File: config.mk
export PLATFORM = sky130hd
export DESIGN_NAME = ysyx_23060096_ifu
export DESIGN_NICKNAME = d
export VERILOG_FILES = /design/src/rtl/ysyx_23060096_ifu.sv
export SDC_FILE = /design/constraint.sdc
export NUM_CORES = 1
export LEC_CHECK = 0
export ABC_AREA = 1
export CORE_AREA = 2 2 98 100
export CTS_BUF_LIST = sky130_fd_sc_hd__clkbuf_8 sky130_fd_sc_hd__clkbuf_16
export DETAILED_ROUTE_END_ITERATION = 16
export DIE_AREA = 0 0 100 102
export GPL_TIMING_DRIVEN = 0
export PLACE_DENSITY = 0.75
export SLEW_MARGIN = 20
export SYNTH_ARGS = -nofsm -noshare
export SYNTH_HDL_FRONTEND = slang
export SYNTH_SLANG_ARGS = --single-unit
File: constraint.sdc
create_clock -name clk -period 1.3 [get_ports clk]
set_input_delay 0.26 -clock clk [delete_from_list [all_inputs] [get_ports clk]]
set_output_delay 0.26 -clock clk [all_outputs]
set_load 0.005 [all_outputs]
File: src/rtl/ysyx_23060096_ifu.sv
// Multi-cycle instruction fetch unit: one word fetch in flight, released to decode, then held until commit.
// Optional performance counters are enabled by defining YSYX_23060096_IFU_PERF_EN.
module ysyx_23060096_ifu #(
    parameter int unsigned     XLEN     = 32,
    parameter logic [XLEN-1:0] RESET_PC = XLEN'(32'h8000_0000)
) (
    input  logic            clk,
    input  logic            rstn,
    output logic            mem_req_valid,
    input  logic            mem_req_ready,
    output logic [XLEN-1:0] mem_req_addr,
    input  logic            mem_rsp_valid,
    input  logic [31:0]     mem_rsp_data,
    input  logic            mem_rsp_err,
    output logic            out_valid,
    input  logic            out_ready,
    output logic [31:0]     out_inst,
    output logic [XLEN-1:0] out_pc,
    input  logic            commit_valid,
    input  logic [XLEN-1:0] commit_dnpc,
    output logic            fetch_err
`ifdef YSYX_23060096_IFU_PERF_EN
   ,output logic [31:0]     perf_fetch_cnt,
    output logic [31:0]     perf_wait_cnt
`endif
);

    localparam int unsigned ILEN = 32;
    localparam logic [ILEN-1:0] NOP_INST = ILEN'(32'h0000_0013);

    typedef enum logic [2:0] {
        S_REQ  = 3'd0,
        S_WAIT = 3'd1,
        S_OUT  = 3'd2,
        S_EXEC = 3'd3,
        S_ERR  = 3'd4
    } state_e;

    state_e          r_state, w_state_nxt;
    logic [XLEN-1:0] r_pc, w_pc_nxt;
    logic [ILEN-1:0] r_inst, w_inst_nxt;
    logic            r_err, w_err_nxt;
    logic            r_req_valid, w_req_valid_nxt;
    logic            r_out_valid, w_out_valid_nxt;

    // State register; valids are registered from the next state so neither depends on a same-cycle input.
    always_ff @(posedge clk or negedge rstn) begin
        if (!rstn) begin
            r_state     <= S_REQ;
            r_pc        <= RESET_PC;
            r_inst      <= NOP_INST;
            r_err       <= 1'b0;
            r_req_valid <= 1'b0;
            r_out_valid <= 1'b0;
        end else begin
            r_state     <= w_state_nxt;
            r_pc        <= w_pc_nxt;
            r_inst      <= w_inst_nxt;
            r_err       <= w_err_nxt;
            r_req_valid <= w_req_valid_nxt;
            r_out_valid <= w_out_valid_nxt;
        end
    end

    // Next-state logic; inputs not relevant to the current state are ignored.
    always_comb begin
        w_state_nxt     = r_state;
        w_pc_nxt        = r_pc;
        w_inst_nxt      = r_inst;
        w_err_nxt       = r_err;
        w_req_valid_nxt = 1'b0;
        w_out_valid_nxt = 1'b0;
        case (r_state)
            S_REQ: begin
                if (r_req_valid && mem_req_ready) begin
                    w_state_nxt = S_WAIT;
                end
            end
            S_WAIT: begin
                if (mem_rsp_valid) begin
                    if (mem_rsp_err) begin
                        w_err_nxt   = 1'b1;
                        w_state_nxt = S_ERR;
                    end else begin
                        w_inst_nxt  = mem_rsp_data;
                        w_state_nxt = S_OUT;
                    end
                end
            end
            S_OUT: begin
                if (r_out_valid && out_ready) begin
                    w_state_nxt = S_EXEC;
                end
            end
            S_EXEC: begin
                if (commit_valid) begin
                    // Misaligned targets still land in pc so the faulting address is observable.
                    w_pc_nxt = commit_dnpc;
                    if (commit_dnpc[1:0] != 2'b00) begin
                        w_err_nxt   = 1'b1;
                        w_state_nxt = S_ERR;
                    end else begin
                        w_state_nxt = S_REQ;
                    end
                end
            end
            S_ERR: begin
                w_err_nxt = 1'b1;
            end
            default: begin
                w_err_nxt   = 1'b1;
                w_state_nxt = S_ERR;
            end
        endcase
        w_req_valid_nxt = (w_state_nxt == S_REQ);
        w_out_valid_nxt = (w_state_nxt == S_OUT);
    end

    assign mem_req_valid = r_req_valid;
    assign mem_req_addr  = r_pc;
    assign out_valid     = r_out_valid;
    assign out_inst      = r_inst;
    assign out_pc        = r_pc;
    assign fetch_err     = r_err;

`ifdef YSYX_23060096_IFU_PERF_EN
    logic        w_fetch_ok;
    logic        w_wait_cyc;
    logic [31:0] r_fetch_cnt;
    logic [31:0] r_wait_cnt;

    assign w_fetch_ok = (r_state == S_WAIT) && mem_rsp_valid && !mem_rsp_err;
    assign w_wait_cyc = ((r_state == S_REQ) && !mem_req_ready) ||
                        ((r_state == S_WAIT) && !mem_rsp_valid);

    // Saturating event counters.
    always_ff @(posedge clk or negedge rstn) begin
        if (!rstn) begin
            r_fetch_cnt <= 32'd0;
            r_wait_cnt  <= 32'd0;
        end else begin
            if (w_fetch_ok && (r_fetch_cnt != 32'hFFFF_FFFF)) begin
                r_fetch_cnt <= r_fetch_cnt + 32'd1;
            end
            if (w_wait_cyc && (r_wait_cnt != 32'hFFFF_FFFF)) begin
                r_wait_cnt <= r_wait_cnt + 32'd1;
            end
        end
    end

    assign perf_fetch_cnt = r_fetch_cnt;
    assign perf_wait_cnt  = r_wait_cnt;
`else
    // Counters absent; the fetch path is unchanged.
`endif

endmodule

---- Word level (Yosys, flattened, before mapping) ----
Cells that the tools add are included.
storage, ports and cells
  bits in registers ....................... 70
  input bits .............................. 71
  output and inout bits ................... 99
  word-level logic and storage cells ...... 38
operators by class
  equal/unequal tests ..................... 9
  mux-type cells .......................... 12
  bitwise operators ....................... 2
  reductions and logical operators ........ 9
operators by type and width
  kind                count
  $mux 3              6
  $pmux 3 s5          1
  $eq 3x2->1 const B  3
  $ne 2x2->1 const B  4
  $logic_not 3->1     2
  $reduce_and 5->1    1
  $mux 1              4
  $eq 3x1->1 const B  1
  $eq 3x3->1 const B  1
  $pmux 1 s3          1
  $reduce_and 3->1    1
  $logic_and 1x1->1   2
  $not 1->1           2
  $reduce_and 2->1    1
  $reduce_bool 2->1   1
  $reduce_or 2->1     1

---- Longest topological paths before layout ----
  depth in word-level cells ............... 5
  gate-level depth with buffers ........... 7
  depth with buffers taken out ............ 7

---- Worst setup path before layout ----
No wires, ideal clock.
  path type ............................... reg-to-reg
  from .................................... reg r_state[1]
  to ...................................... reg r_inst[10] (netlist: out_inst[10])
  library setup time ...................... 0.116 ns
  arrival ................................. 1.064 ns
  required time ........................... 1.184 ns
  setup slack ............................. 0.120 ns
  cell stages (with the launch flop) ...... 8
  path buffers ............................ 1
  period minus slack after synthesis ...... 1.180 ns
  path through ............................ dfrtp_1 inv_2 nand2_1 nor2_2 nand2_2 buf_6 nand2_1 nand2_1
on the way
  word-level cells in the longest chain between the ends .. 2
RTL lines
  element                     RTL line  text
  from (decl)                 39        state_e r_state, w_state_nxt;
  from (signal assigned)      56        r_state <= w_state_nxt;
  $eq 3x1->1                  73        case (r_state)
  $reduce_and 3->1 (no line)  -
  to (signal assigned)        58        r_inst <= w_inst_nxt;
  to (decl)                   41        logic [ILEN-1:0] r_inst, w_inst_nxt;
No other way between the ends.
A chain may end at the register's enable or synchronous reset.

---- Worst setup path in the final report ----
  from .................................... reg r_pc[31] (netlist: mem_req_addr[31])
  to ...................................... out out_pc[31]
RTL lines
  element                 RTL line  text
  from (decl)             40        logic [XLEN-1:0] r_pc, w_pc_nxt;
  from (signal assigned)  57        r_pc <= w_pc_nxt;
  to (decl)               18        output logic [XLEN-1:0] out_pc,
No word-level cell between the ends.

==> metrics.md <==
| Metric | Value |
|---|---|
| CTS tree | `done` |
| R2R Path Start | `r_state[1]$_DFF_PN0_` |
| Hold Path Depth | `3` |
| Worst-Skew Late Latency | `around 0.33 ns` |
| Avg WL per Cell | `~14 µm` |
| Area of the multi-input gates | `approximately 1000 µm²` |
| DR pass1 iterations | `4` |
| RSZ-0062 raised after global routing | `true` |
| Chip Width | `~100 µm` |
| Top-area cell type share of the netlist area | `between 50% and 60%` |
| Worst setup EP type | `primary output` |
| Remaining DRCs | `0` |
| Lkg Pwr | `about 3.1 nW` |
| Syn nets | `~420` |
| Nets | `around 620` |
| Max Slew Vio Count | `0` |
| Row count | `35` |
| GRT met2 Usage | `33.06%` |
| Final clock skew | `about 0.011 ns` |
| Peak supply drop | `a little under 0.4 mV` |
| Type of the worst setup path | `reg2out` |
| Reg area | `around 1800 µm²` |
| CP max FO | `3` |
| Switch share | `between 20% and 30%` |
| Vias after detailed routing | `3071` |
| Drt initial violations | `84` |
| Synth Area per Inst | `roughly 8.8 µm²` |
| Netlist cell types | `18` |
| Total gr overflow | `0` |
| I/O Pins | `170` |
| Post-synthesis instance total | `about 350` |
| Initial core utilization | `between 30% and 40%` |
| Grt peak-use layer | `met2` |
| F_max | `around 750 MHz` |
| Hold Crit Class | `in2reg` |
| Clk sink count | `70` |
| Fin Hold WS | `between 0.3 and 0.4 ns` |
| Placed cells | `632` |
| Clock power share | `slightly above 40%` |
| Worst setup SP type | `flop` |
| Vias/cell | `4.590` |
| Vias in the first global route | `3152` |
| Share of power burned in registers | `51.4%` |
| Share of cells above drive strength 1 | `between 20% and 30%` |
| Hold Vio Cnt, Final | `0` |
| Max-Cap Viols | `0` |
| Combinational power share | `about 7.5%` |
| GR Util met1 | `approximately 22%` |
| Initial antenna violation count | `1` |
| Critical path arrival | `1.07 ns` |
| Fin worst setup slack | `-0.02590 ns` |
| Die height | `~100 µm` |
| Status | `finished with violations` |
| Switching pwr | `~0.00097 W` |
| Power Dens Cells | `775.4 nW/µm²` |
| Worst-Margin Slew | `approximately 0.49 ns` |
| ANT nets after route | `0` |
| Max clock buf depth | `2` |
| Seq/Total Area, Yosys | `a little under three fifths` |
| Worst Hold Path EP | `mem_req_addr[0]$_DFFE_PN0P_` |
| Core area | `9109 µm²` |
| ANT cells | `0` |
| GRT Resource Usage Total | `between 10% and 20%` |
| Mapped Area | `between 3000 and 4000 µm²` |
| Cell internal pwr | `between 0.003 and 0.004 W` |
| First-pass GRT wire length | `between 15000 and 20000 µm` |
| Worst-case reg-to-reg path depth | `7` |
| Layout area overhead | `76.51%` |
| RR Endpoint | `out_inst[20]$_DFFE_PN0P_` |
| # H-tree levels | `3` |
| Final non-filler cell total | `between 600 and 700` |
| Area leader, netlist | `dfrtp_1` |
| Yosys warnings | `0` |
| CTS buffer count | `9` |
| Crit path required time | `~1.0 ns` |
| Top post-synthesis cells by area | `dfrtp_1 53%, nand2_1 17%, nand3_1 11%` |
| Final setup viols | `14` |
| Largest net degree at the start of global routing | `37` |
| Minimum clock period | `roughly 1.3 ns` |
| Met3 GRT Util | `4.925%` |
| Max-slew headroom | `67.40%` |
| DIE AREA | `10200 µm²` |
| Fill cells | `between 800 and 900` |
| Clock slew at reported path FFs | `0.08 ns` |
| GP Congestion | `between 0.7 and 0.8` |
| Launch point of the worst hold path | `commit_valid` |
| Dpl hpwl | `about 6700 µm` |
| Routed wire length | `roughly 9500 µm` |
| Tcrit/Tclk final | `102.0%` |
| Register-to-register setup slack | `-0.01 ns` |
| Root buf cell | `clkbuf_8` |
| Violated checks | `negative setup slack` |
| Seq cells post-synth | `70` |
| Port buffer count | `about 170` |
timing repair:
action                                 in CTS  in global routing
hold buffers                                1                  0
setup endpoints to repair                 160                109
resized for setup                         284                 54
endpoints found under the hold margin      32                  0
cloned                                      0                  1
setup buffers                              43                  6
pin swaps                                   1                  2
stage by stage:
stage	util [%]	power, W	area (µm²)	setup slack, ns	TNS [ns]
after floorplan	-	0.002259	3094	0.1196	0
after global placement	53.96	0.002527	4915	-2.441	-182.54
after detailed placement	54.15	0.002539	4932	-0.4294	-15.53
after CTS	60.88	0.004298	5545	-0.1307	-1.083
after global routing	59.96	0.004411	5461	-0.08421	-2.414
final	59.96	0.004235	5461	-0.02590	-0.1185
final cells by class:
cell class | instances | area share [%]
Clock buffer | 9 | 2.268
Inverter | 8 | 0.5498
Tap cell | 111 | 2.543
Buffer | 27 | 4.078
Sequential cell | 70 | 32.21
Multi-Input combinational cell | 223 | 18.56
Timing Repair Buffer | 214 | 38.46
Clock inverter | 7 | 1.329
worst max-delay path, cell delays in order (launching register included):
cell	delay [ns]
dfstp_2	0.57
buf_6	0.10
buf_6	0.08
per-layer routing:
layer / part of all wire (%) / wire [µm]
met3: 6.4 / 606
met2: 51 / 4888
met4: 0.89 / 85
met5: 0.17 / 16
met1: 41 / 3925
worst max-delay path by stage:
| stage | from | endpoint | cells after the start |
|---|---|---|---|
| global placement | rstn | mem_req_addr[18]$_DFFE_PN0P_ | 1 |
| CTS | mem_req_addr[24]$_DFFE_PN0P_ | out_pc[24] | 4 |
| global route | r_state[1]$_DFF_PN0_ | out_inst[30]$_DFFE_PN0P_ | 7 |
| finish | mem_req_addr[31]$_DFFE_PN1P_ | out_pc[31] | 2 |
| floorplan | r_state[1]$_DFF_PN0_ | out_inst[10]$_DFFE_PN0P_ | 7 |
| detailed placement | mem_rsp_valid | out_inst[3]$_DFFE_PN0P_ | 7 |
Yosys cell counts:
cell type	instances
buf_2	12
and2_1	1
nor2_1	7
nand2_2	1
nor2_2	1
inv_1	7
clkbuf_1	4
dfrtp_1	66
dfstp_2	4
nor2_4	1
buf_4	32
o21ai_0	2
nand3_2	1
nand3_1	68
buf_6	3
a21oi_4	1
inv_2	1
nand2_1	140
flip-flops by register name, summed over array words and instances, names as in the netlist:
name	flops
mem_req_valid	1
r_state	3
out_inst	32
mem_req_addr	32
out_valid	1
fetch_err	1
cells in the final DEF (no fill, tap or decap), drive strengths merged, types with 9 or more instances in the layout:
cell           synthesis  final
buf                   47    101
clkbuf                 4     17
clkdlybuf4s15          0     19
clkdlybuf4s50          0     67
dfrtp                 66     66
dlygate4sd2            0     45
inv                    8      9
nand2                141    141
nand3                 69     69
nor2                   9      9
cell families (layout without fill, tap and decap cells):
family                 count (synthesis)  in the layout  synth area share, %
AND/OR/NAND/NOR                      220            220                30.13
flip-flops                            70             70                56.77
AO/OA/AOI/OAI                          3              3               0.8493
buffers and inverters                 59            265                12.25
power groups by stage:
stage,logic (W),clock network (W),registers [W]
final,0.000319,0.00174,0.00218
after global routing,0.000345,0.00189,0.00218
after CTS,0.000323,0.00180,0.00218
after detailed placement,0.000320,0,0.00222
after global placement,0.000308,0,0.00222
after floorplan,0.0000399,0,0.00222
Power figures use the tool's default switching activity.
